$ cat src/rtl/prco_lmem_arb_pkg.sv
// prco_lmem_arb_pkg: shared state/requester encodings, default depth and helpers for the local-memory arbiter
package prco_lmem_arb_pkg;

    typedef enum logic [1:0] {
        IDLE    = 2'd0,
        ACCESS  = 2'd1,
        CAPTURE = 2'd2
    } state_t;

    typedef enum logic {
        FETCH = 1'b0,
        DATA  = 1'b1
    } req_id_t;

    localparam int unsigned LMEM_DEPTH_DEFAULT = 255;

    function automatic logic addr_err(input logic [15:0] addr, input int unsigned depth);
        return {16'd0, addr} > depth;
    endfunction

    function automatic logic [15:0] sat_inc(input logic [15:0] cnt, input logic inc);
        return (inc && cnt != 16'hFFFF) ? cnt + 16'd1 : cnt;
    endfunction

endpackage

$ cat src/rtl/prco_lmem_arb_if.sv
// prco_lmem_arb_if: fetch, data and memory-pin bundle of the local-memory arbiter
interface prco_lmem_arb_if;

    logic        i_fetch_req;
    logic [15:0] i_fetch_addr;
    logic        q_fetch_done;
    logic [15:0] q_fetch_data;
    logic        q_fetch_err;

    logic        i_data_req;
    logic        i_data_we;
    logic [15:0] i_data_addr;
    logic [15:0] i_data_wdata;
    logic        q_data_done;
    logic [15:0] q_data_rdata;
    logic        q_data_err;

    logic        q_mem_ce;
    logic        q_mem_we;
    logic [15:0] q_mem_addr;
    logic [15:0] q_mem_dina;
    logic [15:0] i_mem_douta;

    modport slave (
        input  i_fetch_req, i_fetch_addr,
        output q_fetch_done, q_fetch_data, q_fetch_err,
        input  i_data_req, i_data_we, i_data_addr, i_data_wdata,
        output q_data_done, q_data_rdata, q_data_err,
        output q_mem_ce, q_mem_we, q_mem_addr, q_mem_dina,
        input  i_mem_douta
    );

    modport master (
        output i_fetch_req, i_fetch_addr,
        input  q_fetch_done, q_fetch_data, q_fetch_err,
        output i_data_req, i_data_we, i_data_addr, i_data_wdata,
        input  q_data_done, q_data_rdata, q_data_err,
        input  q_mem_ce, q_mem_we, q_mem_addr, q_mem_dina,
        output i_mem_douta
    );

endinterface

$ cat src/rtl/prco_lmem_arb_stats.sv
// prco_lmem_arb_stats: saturating completion and stall counters; clear beats increment
module prco_lmem_arb_stats
    import prco_lmem_arb_pkg::*;
(
    input  logic        i_clk,
    input  logic        i_reset,
    input  logic        i_clr,
    input  logic        i_fetch_inc,
    input  logic        i_data_inc,
    input  logic        i_stall_inc,
    output logic [15:0] q_fetch_cnt,
    output logic [15:0] q_data_cnt,
    output logic [15:0] q_stall_cnt
);

    // count events, sticking at all-ones
    always_ff @(posedge i_clk or posedge i_reset) begin
        if (i_reset || i_clr) begin
            q_fetch_cnt <= '0;
            q_data_cnt  <= '0;
            q_stall_cnt <= '0;
        end else begin
            q_fetch_cnt <= sat_inc(q_fetch_cnt, i_fetch_inc);
            q_data_cnt  <= sat_inc(q_data_cnt, i_data_inc);
            q_stall_cnt <= sat_inc(q_stall_cnt, i_stall_inc);
        end
    end

endmodule

$ cat src/rtl/prco_lmem_arb.sv
// prco_lmem_arb: round-robin fetch/data arbiter sequencing the single-port local memory; PRCO_LMEM_ARB_STATS_EN adds counters
module prco_lmem_arb
    import prco_lmem_arb_pkg::*;
#(
    parameter int unsigned P_LMEM_DEPTH = LMEM_DEPTH_DEFAULT,
    parameter bit          P_RR_INIT    = 1'b0
) (
    input  logic           i_clk,
    input  logic           i_reset,
    prco_lmem_arb_if.slave bus
`ifdef PRCO_LMEM_ARB_STATS_EN
    ,
    input  logic           i_stat_clr,
    output logic [15:0]    q_stat_fetch_cnt,
    output logic [15:0]    q_stat_data_cnt,
    output logic [15:0]    q_stat_stall_cnt
`endif
);

    state_t      state, state_nx;
    req_id_t     id, grant_id;
    logic        rr, err, grant, fetch_req, data_req, g_err;
    logic [15:0] g_addr;
    logic        fetch_done, data_done, fetch_err, data_err, mem_ce, mem_we;
    logic [15:0] fetch_data, data_rdata, mem_addr, mem_dina;

    // grant selection and next state; a requester is ignored during its own done cycle so a held request is not re-issued
    always_comb begin
        fetch_req = bus.i_fetch_req & ~fetch_done;
        data_req  = bus.i_data_req & ~data_done;
        grant     = (state == IDLE) & (fetch_req | data_req);
        grant_id  = (fetch_req & data_req) ? req_id_t'(rr) : (data_req ? DATA : FETCH);
        g_addr    = (grant_id == DATA) ? bus.i_data_addr : bus.i_fetch_addr;
        g_err     = addr_err(g_addr, P_LMEM_DEPTH);
        state_nx  = (state == IDLE) ? (grant ? ACCESS : IDLE) : (state == ACCESS) ? CAPTURE : IDLE;
    end

    // state register
    always_ff @(posedge i_clk or posedge i_reset) begin
        if (i_reset) state <= IDLE;
        else         state <= state_nx;
    end

    // latch the granted transaction, drive the memory pins for one cycle and return data with a done pulse
    always_ff @(posedge i_clk or posedge i_reset) begin
        if (i_reset) begin
            rr         <= P_RR_INIT;
            id         <= FETCH;
            err        <= 1'b0;
            mem_ce     <= 1'b0;
            mem_we     <= 1'b0;
            mem_addr   <= '0;
            mem_dina   <= '0;
            fetch_done <= 1'b0;
            fetch_err  <= 1'b0;
            fetch_data <= '0;
            data_done  <= 1'b0;
            data_err   <= 1'b0;
            data_rdata <= '0;
        end else begin
            mem_ce     <= 1'b0;
            mem_we     <= 1'b0;
            fetch_done <= 1'b0;
            fetch_err  <= 1'b0;
            data_done  <= 1'b0;
            data_err   <= 1'b0;
            if (grant) begin
                id       <= grant_id;
                err      <= g_err;
                mem_addr <= g_addr;
                mem_dina <= (grant_id == DATA) ? bus.i_data_wdata : '0;
                mem_ce   <= ~g_err;
                mem_we   <= (grant_id == DATA) & bus.i_data_we & ~g_err;
                if (fetch_req & data_req) rr <= ~rr;
            end
            if (state == CAPTURE) begin
                if (id == DATA) begin
                    data_done  <= 1'b1;
                    data_err   <= err;
                    data_rdata <= err ? '0 : bus.i_mem_douta;
                end else begin
                    fetch_done <= 1'b1;
                    fetch_err  <= err;
                    fetch_data <= err ? '0 : bus.i_mem_douta;
                end
            end
        end
    end

    assign bus.q_fetch_done = fetch_done;
    assign bus.q_fetch_err  = fetch_err;
    assign bus.q_fetch_data = fetch_data;
    assign bus.q_data_done  = data_done;
    assign bus.q_data_err   = data_err;
    assign bus.q_data_rdata = data_rdata;
    assign bus.q_mem_ce     = mem_ce;
    assign bus.q_mem_we     = mem_we;
    assign bus.q_mem_addr   = mem_addr;
    assign bus.q_mem_dina   = mem_dina;

`ifdef PRCO_LMEM_ARB_STATS_EN
    logic fetch_wait, data_wait;

    assign fetch_wait = fetch_req & ~(grant & (grant_id == FETCH)) & ~((state != IDLE) & (id == FETCH));
    assign data_wait  = data_req & ~(grant & (grant_id == DATA)) & ~((state != IDLE) & (id == DATA));

    prco_lmem_arb_stats u_stats (
        .i_clk       (i_clk),
        .i_reset     (i_reset),
        .i_clr       (i_stat_clr),
        .i_fetch_inc (fetch_done),
        .i_data_inc  (data_done),
        .i_stall_inc (fetch_wait | data_wait),
        .q_fetch_cnt (q_stat_fetch_cnt),
        .q_data_cnt  (q_stat_data_cnt),
        .q_stall_cnt (q_stat_stall_cnt)
    );
`endif

endmodule

$ cat src/flat_wrapper.sv
// flat-port wrapper written by rule: the top's interface ports become plain ports
module prco_lmem_arb_flat import prco_lmem_arb_pkg::*;
#(
    parameter int unsigned P_LMEM_DEPTH = LMEM_DEPTH_DEFAULT,
    parameter bit          P_RR_INIT    = 1'b0
)
  (i_clk, i_reset, bus_i_fetch_req, bus_i_fetch_addr, bus_q_fetch_done, bus_q_fetch_data, bus_q_fetch_err, bus_i_data_req, bus_i_data_we, bus_i_data_addr, bus_i_data_wdata, bus_q_data_done, bus_q_data_rdata, bus_q_data_err, bus_q_mem_ce, bus_q_mem_we, bus_q_mem_addr, bus_q_mem_dina, bus_i_mem_douta);
  prco_lmem_arb_if bus_i ();
  input  logic i_clk;
  input  logic i_reset;
  input wire logic [$bits(bus_i.i_fetch_req)-1:0] bus_i_fetch_req;
  input wire logic [$bits(bus_i.i_fetch_addr)-1:0] bus_i_fetch_addr;
  output wire logic [$bits(bus_i.q_fetch_done)-1:0] bus_q_fetch_done;
  output wire logic [$bits(bus_i.q_fetch_data)-1:0] bus_q_fetch_data;
  output wire logic [$bits(bus_i.q_fetch_err)-1:0] bus_q_fetch_err;
  input wire logic [$bits(bus_i.i_data_req)-1:0] bus_i_data_req;
  input wire logic [$bits(bus_i.i_data_we)-1:0] bus_i_data_we;
  input wire logic [$bits(bus_i.i_data_addr)-1:0] bus_i_data_addr;
  input wire logic [$bits(bus_i.i_data_wdata)-1:0] bus_i_data_wdata;
  output wire logic [$bits(bus_i.q_data_done)-1:0] bus_q_data_done;
  output wire logic [$bits(bus_i.q_data_rdata)-1:0] bus_q_data_rdata;
  output wire logic [$bits(bus_i.q_data_err)-1:0] bus_q_data_err;
  output wire logic [$bits(bus_i.q_mem_ce)-1:0] bus_q_mem_ce;
  output wire logic [$bits(bus_i.q_mem_we)-1:0] bus_q_mem_we;
  output wire logic [$bits(bus_i.q_mem_addr)-1:0] bus_q_mem_addr;
  output wire logic [$bits(bus_i.q_mem_dina)-1:0] bus_q_mem_dina;
  input wire logic [$bits(bus_i.i_mem_douta)-1:0] bus_i_mem_douta;
  assign bus_i.i_fetch_req = bus_i_fetch_req;
  assign bus_i.i_fetch_addr = bus_i_fetch_addr;
  assign bus_q_fetch_done = bus_i.q_fetch_done;
  assign bus_q_fetch_data = bus_i.q_fetch_data;
  assign bus_q_fetch_err = bus_i.q_fetch_err;
  assign bus_i.i_data_req = bus_i_data_req;
  assign bus_i.i_data_we = bus_i_data_we;
  assign bus_i.i_data_addr = bus_i_data_addr;
  assign bus_i.i_data_wdata = bus_i_data_wdata;
  assign bus_q_data_done = bus_i.q_data_done;
  assign bus_q_data_rdata = bus_i.q_data_rdata;
  assign bus_q_data_err = bus_i.q_data_err;
  assign bus_q_mem_ce = bus_i.q_mem_ce;
  assign bus_q_mem_we = bus_i.q_mem_we;
  assign bus_q_mem_addr = bus_i.q_mem_addr;
  assign bus_q_mem_dina = bus_i.q_mem_dina;
  assign bus_i.i_mem_douta = bus_i_mem_douta;
  prco_lmem_arb #(.P_LMEM_DEPTH(P_LMEM_DEPTH), .P_RR_INIT(P_RR_INIT)) u_core (.i_clk(i_clk), .i_reset(i_reset), .bus(bus_i));
endmodule
$ cat config.mk
export PLATFORM = sky130hd
export DESIGN_NAME = prco_lmem_arb_flat
export DESIGN_NICKNAME = d
export VERILOG_FILES = /design/src/rtl/prco_lmem_arb_pkg.sv /design/src/rtl/prco_lmem_arb_if.sv /design/src/rtl/prco_lmem_arb_stats.sv /design/src/rtl/prco_lmem_arb.sv /design/src/flat_wrapper.sv
export SDC_FILE = /design/constraint.sdc
export NUM_CORES = 1
export LEC_CHECK = 0
export CAP_MARGIN = 20
export CORE_MARGIN = 3
export CORE_UTILIZATION = 37
export DETAILED_ROUTE_END_ITERATION = 6
export PLACE_DENSITY = 0.77
export SKIP_CTS_REPAIR_TIMING = 1
export SLEW_MARGIN = 15
export SYNTH_ARGS = -nofsm -noshare
export SYNTH_HDL_FRONTEND = slang
export SYNTH_SLANG_ARGS = --single-unit
$ cat constraint.sdc
create_clock -name i_clk -period 2.6 [get_ports i_clk]
set_input_delay 0.65 -clock i_clk [delete_from_list [all_inputs] [get_ports i_clk]]
set_output_delay 0.65 -clock i_clk [all_outputs]
set_load 0.05 [all_outputs]
Word level (Yosys, flattened, before mapping)

Cells that the tools add are included.

Register bits: 75
Word-level logic and storage cells: 51

Magnitude comparators: 1
Eq/ne operators: 2
Mux-type cells: 18
Bitwise operators: 12
Reductions and logical operators: 4

Operators by type and width:

| cell                  | count |
|---|---|
| $mux W16              | 3 |
| $gt A16 B8 Y1 const B | 1 |
| $mux W1               | 13 |
| $and A1 B1 Y1         | 6 |
| $reduce_and A2 Y1     | 3 |
| $not A1 Y1            | 5 |
| $mux W2               | 2 |
| $eq A2 B1 Y1 const B  | 1 |
| $eq A2 B2 Y1 const B  | 1 |
| $logic_not A2 Y1      | 1 |
| $or A1 B1 Y1          | 1 |

Depth between registers and ports, before layout

Gate-level depths: netlist of run 1.

Depth in word-level cells: 9
Mapped depth: 7
Depth with buffers taken out: 4

Worst setup path before layout of run 1

No wires, ideal clock.

Path type: input to register
Start point: input port bus_i_data_req
End point: register u_core.mem_dina[0], in the netlist u_core.bus.q_mem_dina[0]
Data arrival time: 1606 ps
Data required time: 2479 ps
Path slack: 873 ps
Stages on the path: 7
Cells stage by stage: nor2b_4 -> a21boi_4 -> buf_6 -> and2_4 -> buf_6 -> buf_8 -> a22o_1

Longest elaborated chain between the ends: 4
Elaborated cells between the ends (all ways): 7
Those cells by class: 3 x mux; 4 x bitwise

Ends and longest elaborated chain:

| element                                  | RTL line            | RTL |
|---|---|---|
| start: declaration                       | flat_wrapper.sv:16  | `input wire logic [$bits(bus_i.i_data_req)-1:0] bus_i_data_req;` |
| $and A1 B1 Y1 *                          | prco_lmem_arb.sv:30 | `data_req = bus.i_data_req & ~data_done;` |
| $mux W1 or $and A1 B1 Y1 (tied branches) | prco_lmem_arb.sv:32 | `grant_id = (fetch_req & data_req) ? req_id_t'(rr) : (data_req ? DATA : FETCH);` |
| $mux W1                                  | prco_lmem_arb.sv:32 |  |
| $mux W16                                 | prco_lmem_arb.sv:71 | `mem_dina <= (grant_id == DATA) ? bus.i_data_wdata : '0;` |
| end signal: assignment                   | prco_lmem_arb.sv:71 |  |
| end: declaration                         | prco_lmem_arb.sv:25 | `logic [15:0] fetch_data, data_rdata, mem_addr, mem_dina;` |

Mark *: on every way between the ends. The rest lies on a longest branch, timed or not.
A chain may end at the register's enable or synchronous reset.

Final worst setup path of run 1

Start point: register u_core.fetch_done, in the netlist u_core.bus.q_fetch_done
End point: output port bus_q_fetch_done

RTL lines:

| element                  | RTL line            | RTL |
|---|---|---|
| start: declaration       | prco_lmem_arb.sv:24 | `logic fetch_done, data_done, fetch_err, data_err, mem_ce, mem_we;` |
| start signal: assignment | prco_lmem_arb.sv:54 | `fetch_done <= 1'b0;` |
| start signal: assignment | prco_lmem_arb.sv:63 | `fetch_done <= 1'b0;` |
| start signal: assignment | prco_lmem_arb.sv:82 | `fetch_done <= 1'b1;` |
| end: declaration         | flat_wrapper.sv:13  | `output wire logic [$bits(bus_i.q_fetch_done)-1:0] bus_q_fetch_done;` |

No word-level cell between the ends.

==> qor.txt, run 1 <==
FINISH
----------------------------------------------------------------------------
Area used by multi-input combinational logic ..................      971 um2
Area of all placed cells without fillers ......................     4650 um2
Final Net Count ...............................................          473
Layout fillers ................................................          638
Diode insertion count for antenna repair ......................            0
Fraction of final layout cells sized beyond drive strength 1 ..        6.36%
FF+latch area .................................................     1880 um2
Layout-stage area growth over the synthesis result ............        56.9%

CLOCKING
----------------------------------------------------------------------------
CTS Buffer Depth ..............................................            2
Htree depth ...................................................            3
Clock insertion delay at the later pin of the skew report .....      0.35 ns
CTS clk-pin slew, worst paths .................................      0.07 ns
Clk sink count ................................................           75
Total CTS buffers .............................................            9
Clock tree from TritonCTS .....................................        built
Root buffer cell ..............................................     clkbuf_8

MIN PATH
----------------------------------------------------------------------------
Worst hold path class .........................................   reg -> reg
Worst hold stages .............................................            1

SYNTHESIS
----------------------------------------------------------------------------
Number of synthesized register bits ...........................           75
Synth unique cells ............................................           26
Number of warning messages in the yosys log ...................            0
Part of the Yosys area used for sequential elements ...........        63.4%
Post-Synthesis Cells ..........................................          267
Mapped cell area ..............................................     2960 um2
Net count after synthesis .....................................          336
Mapped Avg Cell Area ..........................................     11.1 um2

ROUTING
----------------------------------------------------------------------------
Drt initial violations ........................................           90
Drt wl/cell ...................................................      14.7 um
Detailed Route WL .............................................      7440 um
Per-cell via count in the routed design .......................         4.72
Final routed DRC violation total ..............................            0
DR pass1 iterations ...........................................            4
Count of antenna-violating nets left after detailed routing ...            0
Via Count .....................................................        2,399

TIMING
----------------------------------------------------------------------------
Relative slew margins .........................................        34.8%
Worst-case clock skew .........................................    0.0101 ns
Final Hold Viols ..............................................            0
Achievable frequency ..........................................      451 MHz
Final number of max-transition violations .....................            0
Transition time of the tightest slew-check pin ................     0.979 ns
Setup-failing EPs final .......................................            0
Unrepaired setup endpoints after global routing ...............        false
Post-route minimum period .....................................      2.21 ns
Setup_tns .....................................................         0 ns
Post-route clock period utilization ...........................        85.2%

FLOORPLANNING
----------------------------------------------------------------------------
Boundary Pins .................................................          139
Die height ....................................................      95.5 um
Die Width .....................................................      95.5 um
Core Footprint ................................................     7520 um2
Starting utilization of the core area .........................        39.4%
Number of placement rows ......................................           31
Die ar. .......................................................     9110 um2

SETUP PATH
----------------------------------------------------------------------------
Combined buffer and inverter count along the critical path ....            1
Delay of the slowest critical-path stage ......................      0.83 ns
Worst setup path class ........................................   reg -> out
Arrival time of the worst setup path ..........................      1.56 ns
Startpoint type of the worst setup path .......................         flop
CP max-delay cell ............................................. clkdlybuf4s50_1
Number of stages on the worst setup path ......................            1
Data required time at the worst endpoint ......................      1.95 ns
Type of destination of the critical path ......................  output port
Cell class contributing the biggest share of worst-path delay . buffers and inverters
Chain of cells forming the critical path ...................... clkdlybuf4s50_1
Cells on worst reg2reg path ...................................            3
Crit Path Max Fanout ..........................................            2

GLOBAL ROUTING
----------------------------------------------------------------------------
Total routing usage reported by global routing ................        16.9%
Via count of the first global-routing pass ....................        2,454
Global-route wire length before repair ........................    11,800 um
Pin count of the biggest net entering global routing ..........           76
Antenna violations before repair ..............................            0
Grt total ovfl ................................................            0

PLACEMENT
----------------------------------------------------------------------------
Half-perimeter wire length of the detailed placement result ...      5350 um
Standard cell area after detailed placement ...................     4450 um2
Input/output buffers ..........................................          138
Global placer's final weighted congestion .....................        0.825

POWER
----------------------------------------------------------------------------
VDD IR max ....................................................     0.787 mV
Areal power density over the cells ............................  1390 nW/um2
Leakage Power .................................................      2.06 nW

FLOW RUN
----------------------------------------------------------------------------
Number of max-cap violations ..................................            0

OUTCOME
----------------------------------------------------------------------------
Result of the run .............................................    completed

==> synthesized netlist by cell type, drive strengths merged <==
cell | number | area share, %
and3 | 1 | 0.21
or3b | 1 | 0.30
clkbuf | 8 | 1.0
nor2b | 3 | 1.1
mux2i | 17 | 5.7
nand2 | 67 | 8.5
nand3 | 1 | 0.17
dfrtp | 75 | 63
buf | 9 | 2.5
and2 | 2 | 0.51
inv | 5 | 0.63
o21ai | 50 | 8.4
nor2 | 3 | 0.38
a21o | 1 | 0.25
nand3b | 1 | 0.25
xnor2 | 1 | 0.30
nor4 | 4 | 0.84
a22o | 16 | 4.7
clkinv | 1 | 0.13
a21boi | 1 | 0.63
==> worst reg2reg max path: stages, from the launching register on <==
cell	delay, ns
dfrtp_1	0.40
or3b_1	0.79
nand2_1	0.20
o21ai_0	0.12
==> area by class of cell <==
type,instances,area share [%]
inverter,6,0.512
multi-input combinational,169,20.9
sequential,75,40.4
clock buffer,11,3.04
tap,99,2.67
timing repair buffer,143,31.3
clock inverter,5,1.13
==> state kept, by name, summed over array words and instances, names as in the netlist <==
signal                   flops
u_core.bus.q_fetch_err       1
u_core.bus.q_mem_ce          1
u_core.bus.q_data_done       1
u_core.state                 2
u_core.bus.q_data_rdata     16
u_core.bus.q_fetch_data     16
u_core.id                    1
u_core.bus.q_mem_we          1
u_core.bus.q_mem_dina       16
u_core.bus.q_mem_addr       16
u_core.err                   1
u_core.bus.q_fetch_done      1
u_core.bus.q_data_err        1
u_core.rr                    1
==> power breakdown <==
| part | switching [W] | internal, W | total (W) |
|---|---|---|---|
| clock | 0.000411 | 0.000465 | 0.000876 |
| sequential | 0.000268 | 0.00166 | 0.00193 |
| combinational | 0.00244 | 0.00124 | 0.00367 |
==> metrics by stage <==
step	instances	utilization, %	hold slack, ns	worst slack (ns)	power [W]
after floorplan	267	-	0.438	0.0400	0.00437
after global placement	492	59.2	0.451	0.367	0.00559
after detailed placement	492	59.2	0.463	0.319	0.00566
after CTS	508	61.7	0.476	0.356	0.00657
after global routing	508	61.7	0.489	0.327	0.00687
final	508	61.7	0.476	0.385	0.00648
==> cells in the final DEF, fill, tap and decap left out, drive strengths merged <==
cell and n:
clkinv 5, bufinv 1, xnor2 1, and2 2, a22o 16, mux2i 17
o21ai 50, inv 4, clkinvlp 1, and3 1, nand3b 1, or3b 1
a21o 1, a21boi 1, nand3 1, clkdlybuf4s50 138, clkbuf 11, dfrtp 75
nand2 67, nor2b 3, nor4 4, nor2 3, buf 5
==> final timing paths <==
path	slack, ns	from	endpoint
min in group asynchronous	0.70	i_reset	u_core.bus.q_fetch_data[2]$_DFFE_PP0P_
worst min-delay path	0.48	u_core.state[1]$_DFF_PP0_	u_core.state[1]$_DFF_PP0_
worst max register to register	0.91	u_core.id$_DFFE_PP0P_	u_core.bus.q_fetch_data[6]$_DFFE_PP0P_
worst min register to register	0.48	u_core.state[1]$_DFF_PP0_	u_core.state[1]$_DFF_PP0_
max in group asynchronous	1.59	i_reset	u_core.bus.q_data_rdata[12]$_DFFE_PP0P_
worst max-delay path	0.39	u_core.bus.q_fetch_done$_DFF_PP0_	bus_q_fetch_done
==> kinds of logic (layout without fill, tap and decap cells) <==
family,after synthesis,after routing,synth area share (%)
AOI/OAI and AO/OA,68,68,14.1
xor gates and xnor gates,1,1,0.296
buffers and inverters,23,165,4.22
DFF,75,75,63.4
muxes,17,17,5.75
and+or+nand+nor,83,83,12.3
==> per-layer routing <==
layer	GRT usage (%)	share of wire, %	up-vias
li1	-	-	1176
met1	20.2	39	1120
met2	27.9	50	90
met3	6.63	9.4	13
met4	5.81	1.6	0
met5	0	0	-
Power figures use the tool's default switching activity.
==> run 2: changes to the inputs <==
==> constraint.sdc (replaced) <==
create_clock -name i_clk -period 2.6 [get_ports i_clk]
set_input_delay 0.52 -clock i_clk [delete_from_list [all_inputs] [get_ports i_clk]]
set_output_delay 0.52 -clock i_clk [all_outputs]
set_load 0.05 [all_outputs]
==> qor.txt, run 2 (synthesis gave the netlist of run 1 again) <==
GLOBAL ROUTING
----------------------------------------------------------------------------
Via count of the first global-routing pass ....................        2,469   +0.61%
Global-route wire length before repair ........................    11,800 um   -0.11%
Total routing usage reported by global routing ................        16.8%   -0.16 points
Antenna violations before repair ..............................            0   unchanged
Grt total ovfl ................................................            0   unchanged
Pin count of the biggest net entering global routing ..........           76   unchanged

SETUP PATH
----------------------------------------------------------------------------
Data required time at the worst endpoint ......................      2.08 ns   +0.13 ns
Startpoint type of the worst setup path .......................         flop
CP max-delay cell ............................................. clkdlybuf4s50_1
Delay of the slowest critical-path stage ......................      0.83 ns   about the same
Arrival time of the worst setup path ..........................      1.55 ns   about the same
Worst setup path class ........................................   reg -> out
Crit Path Max Fanout ..........................................            2   unchanged
Chain of cells forming the critical path ...................... clkdlybuf4s50_1
Combined buffer and inverter count along the critical path ....            1   unchanged
Cell class contributing the biggest share of worst-path delay . buffers and inverters
Type of destination of the critical path ......................  output port

POWER
----------------------------------------------------------------------------
Clk network pwr share .........................................        15.0%   +1.5 points
Relative contribution of sequential cells to total power ......        29.4%   -0.4 points
Internal Dissipation ..........................................    0.00347 W   +3.1%
Leakage Power .................................................      2.06 nW   +0.24%
Psw ...........................................................    0.00312 W   +0.13%
Combinational cell fraction of total power ....................        55.6%   -1.1 points
Areal power density over the cells ............................  1410 nW/um2   +1.4%
Switching part of the total power .............................        47.3%   -0.74 points
VDD IR max ....................................................     0.618 mV   -22%

FINISH
----------------------------------------------------------------------------
Diode insertion count for antenna repair ......................            0   unchanged
Core Util, Final ..............................................        61.9%   +0.18 points
Fraction of final layout cells sized beyond drive strength 1 ..        6.13%   -0.23 points
Most common cell after layout, fill and taps aside ............ clkdlybuf4s50_1
Layout-stage area growth over the synthesis result ............        57.3%
Final Net Count ...............................................          472   -0.21%
Layout fillers ................................................          632   -0.94%
Most frequent cells in the layout ............................. clkdlybuf4s50_1, dfrtp_1, nand2_1

CLOCKING
----------------------------------------------------------------------------
Root buffer cell ..............................................     clkbuf_8
CTS Buffer Depth ..............................................            2   unchanged
CTS clk-pin slew, worst paths .................................      0.07 ns   about the same
Htree depth ...................................................            3   unchanged
Clk sink count ................................................           75   unchanged
Total CTS buffers .............................................            9   unchanged
Clock tree from TritonCTS .....................................        built
Clock insertion delay at the later pin of the skew report .....      0.33 ns   -0.02 ns

MIN PATH
----------------------------------------------------------------------------
Worst hold path class .........................................   reg -> reg

TIMING
----------------------------------------------------------------------------
Relative slew margins .........................................        34.0%   -0.79 points
Final Hold Viols ..............................................            0   unchanged
Worst-case clock skew .........................................   0.00683 ns   -0.00324 ns
Setup-failing EPs final .......................................            0   unchanged
Post-route minimum period .....................................      2.07 ns   -0.149 ns
Setup_tns .....................................................         0 ns   unchanged
Post-route clock period utilization ...........................        79.5%   -5.7 points
Achievable frequency ..........................................      484 MHz   +7.2%
Transition time of the tightest slew-check pin ................     0.990 ns   +0.0118 ns
Final number of max-transition violations .....................            0   unchanged
Unrepaired setup endpoints after global routing ...............        false

FLOORPLANNING
----------------------------------------------------------------------------
Boundary Pins .................................................          139   unchanged
Core Footprint ................................................     7520 um2   unchanged
Die ar. .......................................................     9110 um2   unchanged
Number of placement rows ......................................           31   unchanged
Die height ....................................................      95.5 um   unchanged
Starting utilization of the core area .........................        39.4%   unchanged
Die Width .....................................................      95.5 um   unchanged

PLACEMENT
----------------------------------------------------------------------------
Half-perimeter wire length of the detailed placement result ...      5460 um   +2.1%
Global placer's final weighted congestion .....................        0.832   +0.91%
Input/output buffers ..........................................          138   unchanged

OUTCOME
----------------------------------------------------------------------------
Result of the run .............................................    completed

ROUTING
----------------------------------------------------------------------------
Per-cell via count in the routed design .......................         4.71   -0.18%
DR pass1 iterations ...........................................            4   unchanged
Final routed DRC violation total ..............................            0   unchanged
Via Count .....................................................        2,390   -0.38%
Drt initial violations ........................................           84   -6.7%
Drt wl/cell ...................................................      15.0 um   +2.2%
Detailed Route WL .............................................      7590 um   +2.0%
Count of antenna-violating nets left after detailed routing ...            0   unchanged

FLOW RUN
----------------------------------------------------------------------------
Number of max-cap violations ..................................            0   unchanged

run 2: changes by cell type in the layout (fill, tap and decap cells not counted):
cell and change:
clkinv_2 -2, clkbuf_8 +1, buf_12 -1, bufinv_16 +1
run 2: metal layers:
layer	track usage, %	vias up	part of all wire (%)
met4	6.28	0	1.1
met2	27.8	84	50
met5	0	-	0
met3	5.92	8	8.7
li1	-	1176	-
met1	20.1	1122	40
run 2: final cells by class:
type	count	area (um2)	share of cell area [%]
Multi-Input combinational cell	169	971	20.8
Clock inverter	4	72.6	1.56
Timing Repair Buffer	142	1440	30.8
Tap cell	99	124	2.66
Sequential cell	75	1880	40.3
Clock buffer	12	155	3.33
Inverter	6	23.8	0.510
run 2: final timing paths:
path,startpoint,endpoint,slack [ns],cells after the start
max,u_core.bus.q_fetch_done$_DFF_PP0_,bus_q_fetch_done,0.53,1
min,u_core.state[1]$_DFF_PP0_,u_core.state[1]$_DFF_PP0_,0.48,1
max reg2reg,u_core.id$_DFFE_PP0P_,u_core.bus.q_fetch_data[13]$_DFFE_PP0P_,0.94,3
min reg2reg,u_core.state[1]$_DFF_PP0_,u_core.state[1]$_DFF_PP0_,0.48,1
max in group asynchronous,i_reset,u_core.bus.q_mem_dina[2]$_DFFE_PP0P_,1.71,3
min in group asynchronous,i_reset,u_core.bus.q_fetch_err$_DFF_PP0_,0.58,3
run 2: power by group through the flow:
| stage | Clock (W) | Combinational (W) | Sequential, W |
|---|---|---|---|
| final | 0.000991 | 0.00366 | 0.00193 |
| after global routing | 0.00108 | 0.00388 | 0.00199 |
| after CTS | 0.00103 | 0.00371 | 0.00194 |
| after detailed placement | 0 | 0.00370 | 0.00195 |
| after global placement | 0 | 0.00363 | 0.00194 |
| after floorplan | 0 | 0.000883 | 0.00348 |
run 2: per-stage QoR:
stage          area (um2)  worst slack (ns)  total power (W)  instances  hold slack (ns)
6_report             4660             0.534          0.00659        507            0.478
5_1_grt              4660             0.475          0.00696        507            0.493
4_1_cts              4660             0.500          0.00668        507            0.474
3_5_place_dp         4430             0.347          0.00565        491            0.458
3_3_place_gp         4430             0.424          0.00557        491            0.452
2_1_floorplan        2960             0.170          0.00437        267            0.438
==> run 3: changes to the inputs <==
Clock period 2.6 ns to 1.9 ns, I/O delays scaled along.
==> qor.txt, run 3 (synthesis gave the netlist of run 1 again) <==
TIMING
----------------------------------------------------------------------------
Final Hold Viols ..............................................            0   unchanged
Achievable frequency ..........................................      538 MHz
Worst-case clock skew .........................................    0.0147 ns   +0.00784 ns
Setup-failing EPs final .......................................            0   unchanged
Post-route clock period utilization ...........................        97.9%
Setup_tns .....................................................         0 ns   unchanged
Unrepaired setup endpoints after global routing ...............        false
Final number of max-transition violations .....................            0   unchanged
Post-route minimum period .....................................      1.86 ns
Relative slew margins .........................................        63.0%   +29 points
Transition time of the tightest slew-check pin ................     0.551 ns   -0.439 ns

CLOCKING
----------------------------------------------------------------------------
Clock insertion delay at the later pin of the skew report .....      0.33 ns   about the same
Clock tree from TritonCTS .....................................        built
CTS Buffer Depth ..............................................            2   unchanged
CTS clk-pin slew, worst paths .................................      0.08 ns   about the same
Htree depth ...................................................            3   unchanged
Total CTS buffers .............................................            9   unchanged
Clk sink count ................................................           75   unchanged
Root buffer cell ..............................................     clkbuf_8

SETUP PATH
----------------------------------------------------------------------------
Cell class contributing the biggest share of worst-path delay . buffers and inverters
Capture point of the worst reg-to-reg path .................... u_core.bus.q_mem_addr[6]$_DFFE_PP0P_
Reg-to-reg startpoint ......................................... u_core.bus.q_data_done$_DFF_PP0_
Flop2flop setup slack .........................................      0.48 ns   -0.46 ns
Combined buffer and inverter count along the critical path ....            1   unchanged
Delay of the slowest critical-path stage ......................      0.80 ns   -0.03 ns
Cells on worst reg2reg path ...................................            5   +2
Type of destination of the critical path ......................  output port
Data required time at the worst endpoint ......................      1.52 ns   -0.56 ns
Chain of cells forming the critical path ...................... clkdlybuf4s50_1
Arrival time of the worst setup path ..........................      1.48 ns   -0.07 ns
CP max-delay cell ............................................. clkdlybuf4s50_1
Crit Path Max Fanout ..........................................            2   unchanged
Worst Setup SP ................................................ u_core.bus.q_mem_addr[2]$_DFFE_PP0P_
Startpoint type of the worst setup path .......................         flop
Worst setup path class ........................................   reg -> out

GLOBAL ROUTING
----------------------------------------------------------------------------
Total routing usage reported by global routing ................        16.9%   +0.087 points
Pin count of the biggest net entering global routing ..........           76   unchanged
Via count of the first global-routing pass ....................        2,518   +2.0%
Global-route wire length before repair ........................    12,000 um   +1.8%
Antenna violations before repair ..............................            0   unchanged
Grt total ovfl ................................................            0   unchanged

FINISH
----------------------------------------------------------------------------
Layout-stage area growth over the synthesis result ............        60.6%
Diode insertion count for antenna repair ......................            0   unchanged
Final Net Count ...............................................          478   +1.3%
Core Util, Final ..............................................        63.2%   +1.3 points
Layout fillers ................................................          624   -1.3%
FF+latch area .................................................     1880 um2   unchanged
Most frequent cells in the layout ............................. dfrtp_1, clkdlybuf4s50_1, nand2_1
Count of non-filler cells in the finished layout ..............          513   +1.2%
Area used by multi-input combinational logic ..................      971 um2   unchanged
Most common cell after layout, fill and taps aside ............      dfrtp_1
Fraction of final layout cells sized beyond drive strength 1 ..        11.4%   +5.2 points

OUTCOME
----------------------------------------------------------------------------
Result of the run .............................................    completed

ROUTING
----------------------------------------------------------------------------
Final routed DRC violation total ..............................            0   unchanged
Detailed Route WL .............................................      7780 um   +2.5%
Drt initial violations ........................................           73   -13%
Per-cell via count in the routed design .......................         4.73   +0.40%
Via Count .....................................................        2,428   +1.6%
Drt wl/cell ...................................................      15.2 um   +1.3%
DR pass1 iterations ...........................................            4   unchanged
Count of antenna-violating nets left after detailed routing ...            0   unchanged

PLACEMENT
----------------------------------------------------------------------------
Input/output buffers ..........................................          138   unchanged
Half-perimeter wire length of the detailed placement result ...      5580 um   +2.2%
Instance count after placement with tap cells included ........          497   +1.2%
Global placer's final weighted congestion .....................        0.823   -1.1%

FLOORPLANNING
----------------------------------------------------------------------------
Boundary Pins .................................................          139   unchanged
Die Width .....................................................      95.5 um   unchanged
Core Footprint ................................................     7520 um2   unchanged
Die height ....................................................      95.5 um   unchanged
Starting utilization of the core area .........................        39.4%   unchanged
Die ar. .......................................................     9110 um2   unchanged
Number of placement rows ......................................           31   unchanged

POWER
----------------------------------------------------------------------------
Internal Dissipation ..........................................    0.00450 W   +30%
Psw ...........................................................    0.00430 W   +38%
Switching part of the total power .............................        48.9%   +1.5 points
Leakage Power .................................................      2.80 nW   +35%
Areal power density over the cells ............................  1850 nW/um2   +31%
Relative contribution of sequential cells to total power ......        29.9%   +0.5 points
Clk network pwr share .........................................        13.4%   -1.6 points
VDD IR max ....................................................      1.01 mV   +64%
Combinational cell fraction of total power ....................        56.6%   +1.0 points

MIN PATH
----------------------------------------------------------------------------
Sink of the worst hold path ................................... u_core.bus.q_mem_addr[1]$_DFFE_PP0P_
Worst hold path class .........................................   reg -> reg
Worst hold stages .............................................            2   +1
Worst hold path startpoint .................................... u_core.bus.q_mem_addr[1]$_DFFE_PP0P_

FLOW RUN
----------------------------------------------------------------------------
Number of max-cap violations ..................................            0   unchanged

[run 3: final cells by class]
type                            instances  area share [%]
Clock buffer                           10            2.68
Sequential cell                        75            39.5
Multi-Input combinational cell        169            20.4
Clock inverter                          6            1.39
Tap cell                               99            2.60
Inverter                                6           0.552
Timing Repair Buffer                  148            32.9
[run 3: metal layers]
metal	share of wire, %	GRT usage [%]
met1	42	20.8
met3	7.8	4.74
met4	0.57	4.98
met2	50	28.7
met5	0	0
[run 3: how the worst max path moves through the flow]
stage	to	slack, ns	depth (start not counted)
floorplan	u_core.bus.q_mem_dina[0]$_DFFE_PP0P_	0.22	7
global placement	u_core.bus.q_mem_addr[5]$_DFFE_PP0P_	0.09	6
detailed placement	u_core.bus.q_mem_addr[6]$_DFFE_PP0P_	0.004	6
CTS	bus_q_mem_addr[10]	-0.03	1
global route	bus_q_mem_addr[4]	0.0002	1
finish	bus_q_mem_addr[2]	0.04	1
[run 3: per-stage QoR]
stage          power, W  hold WS [ns]  worst slack, ns  cell area [um2]
6_report        0.00880         0.476           0.0402             4760
4_1_cts         0.00896         0.472          -0.0285             4630
2_1_floorplan   0.00597         0.438            0.215             2970
3_5_place_dp    0.00775         0.460          0.00417             4440
3_3_place_gp    0.00764         0.453           0.0949             4440
5_1_grt         0.00929         0.504         0.000188             4760
[run 3: power by group through the flow]
stage | combinational [W] | clock (W) | sequential (W)
5_1_grt | 0.00528 | 0.00129 | 0.00272
2_1_floorplan | 0.00121 | 0 | 0.00477
4_1_cts | 0.00508 | 0.00122 | 0.00266
6_report | 0.00498 | 0.00118 | 0.00264
3_5_place_dp | 0.00508 | 0 | 0.00268
3_3_place_gp | 0.00499 | 0 | 0.00265
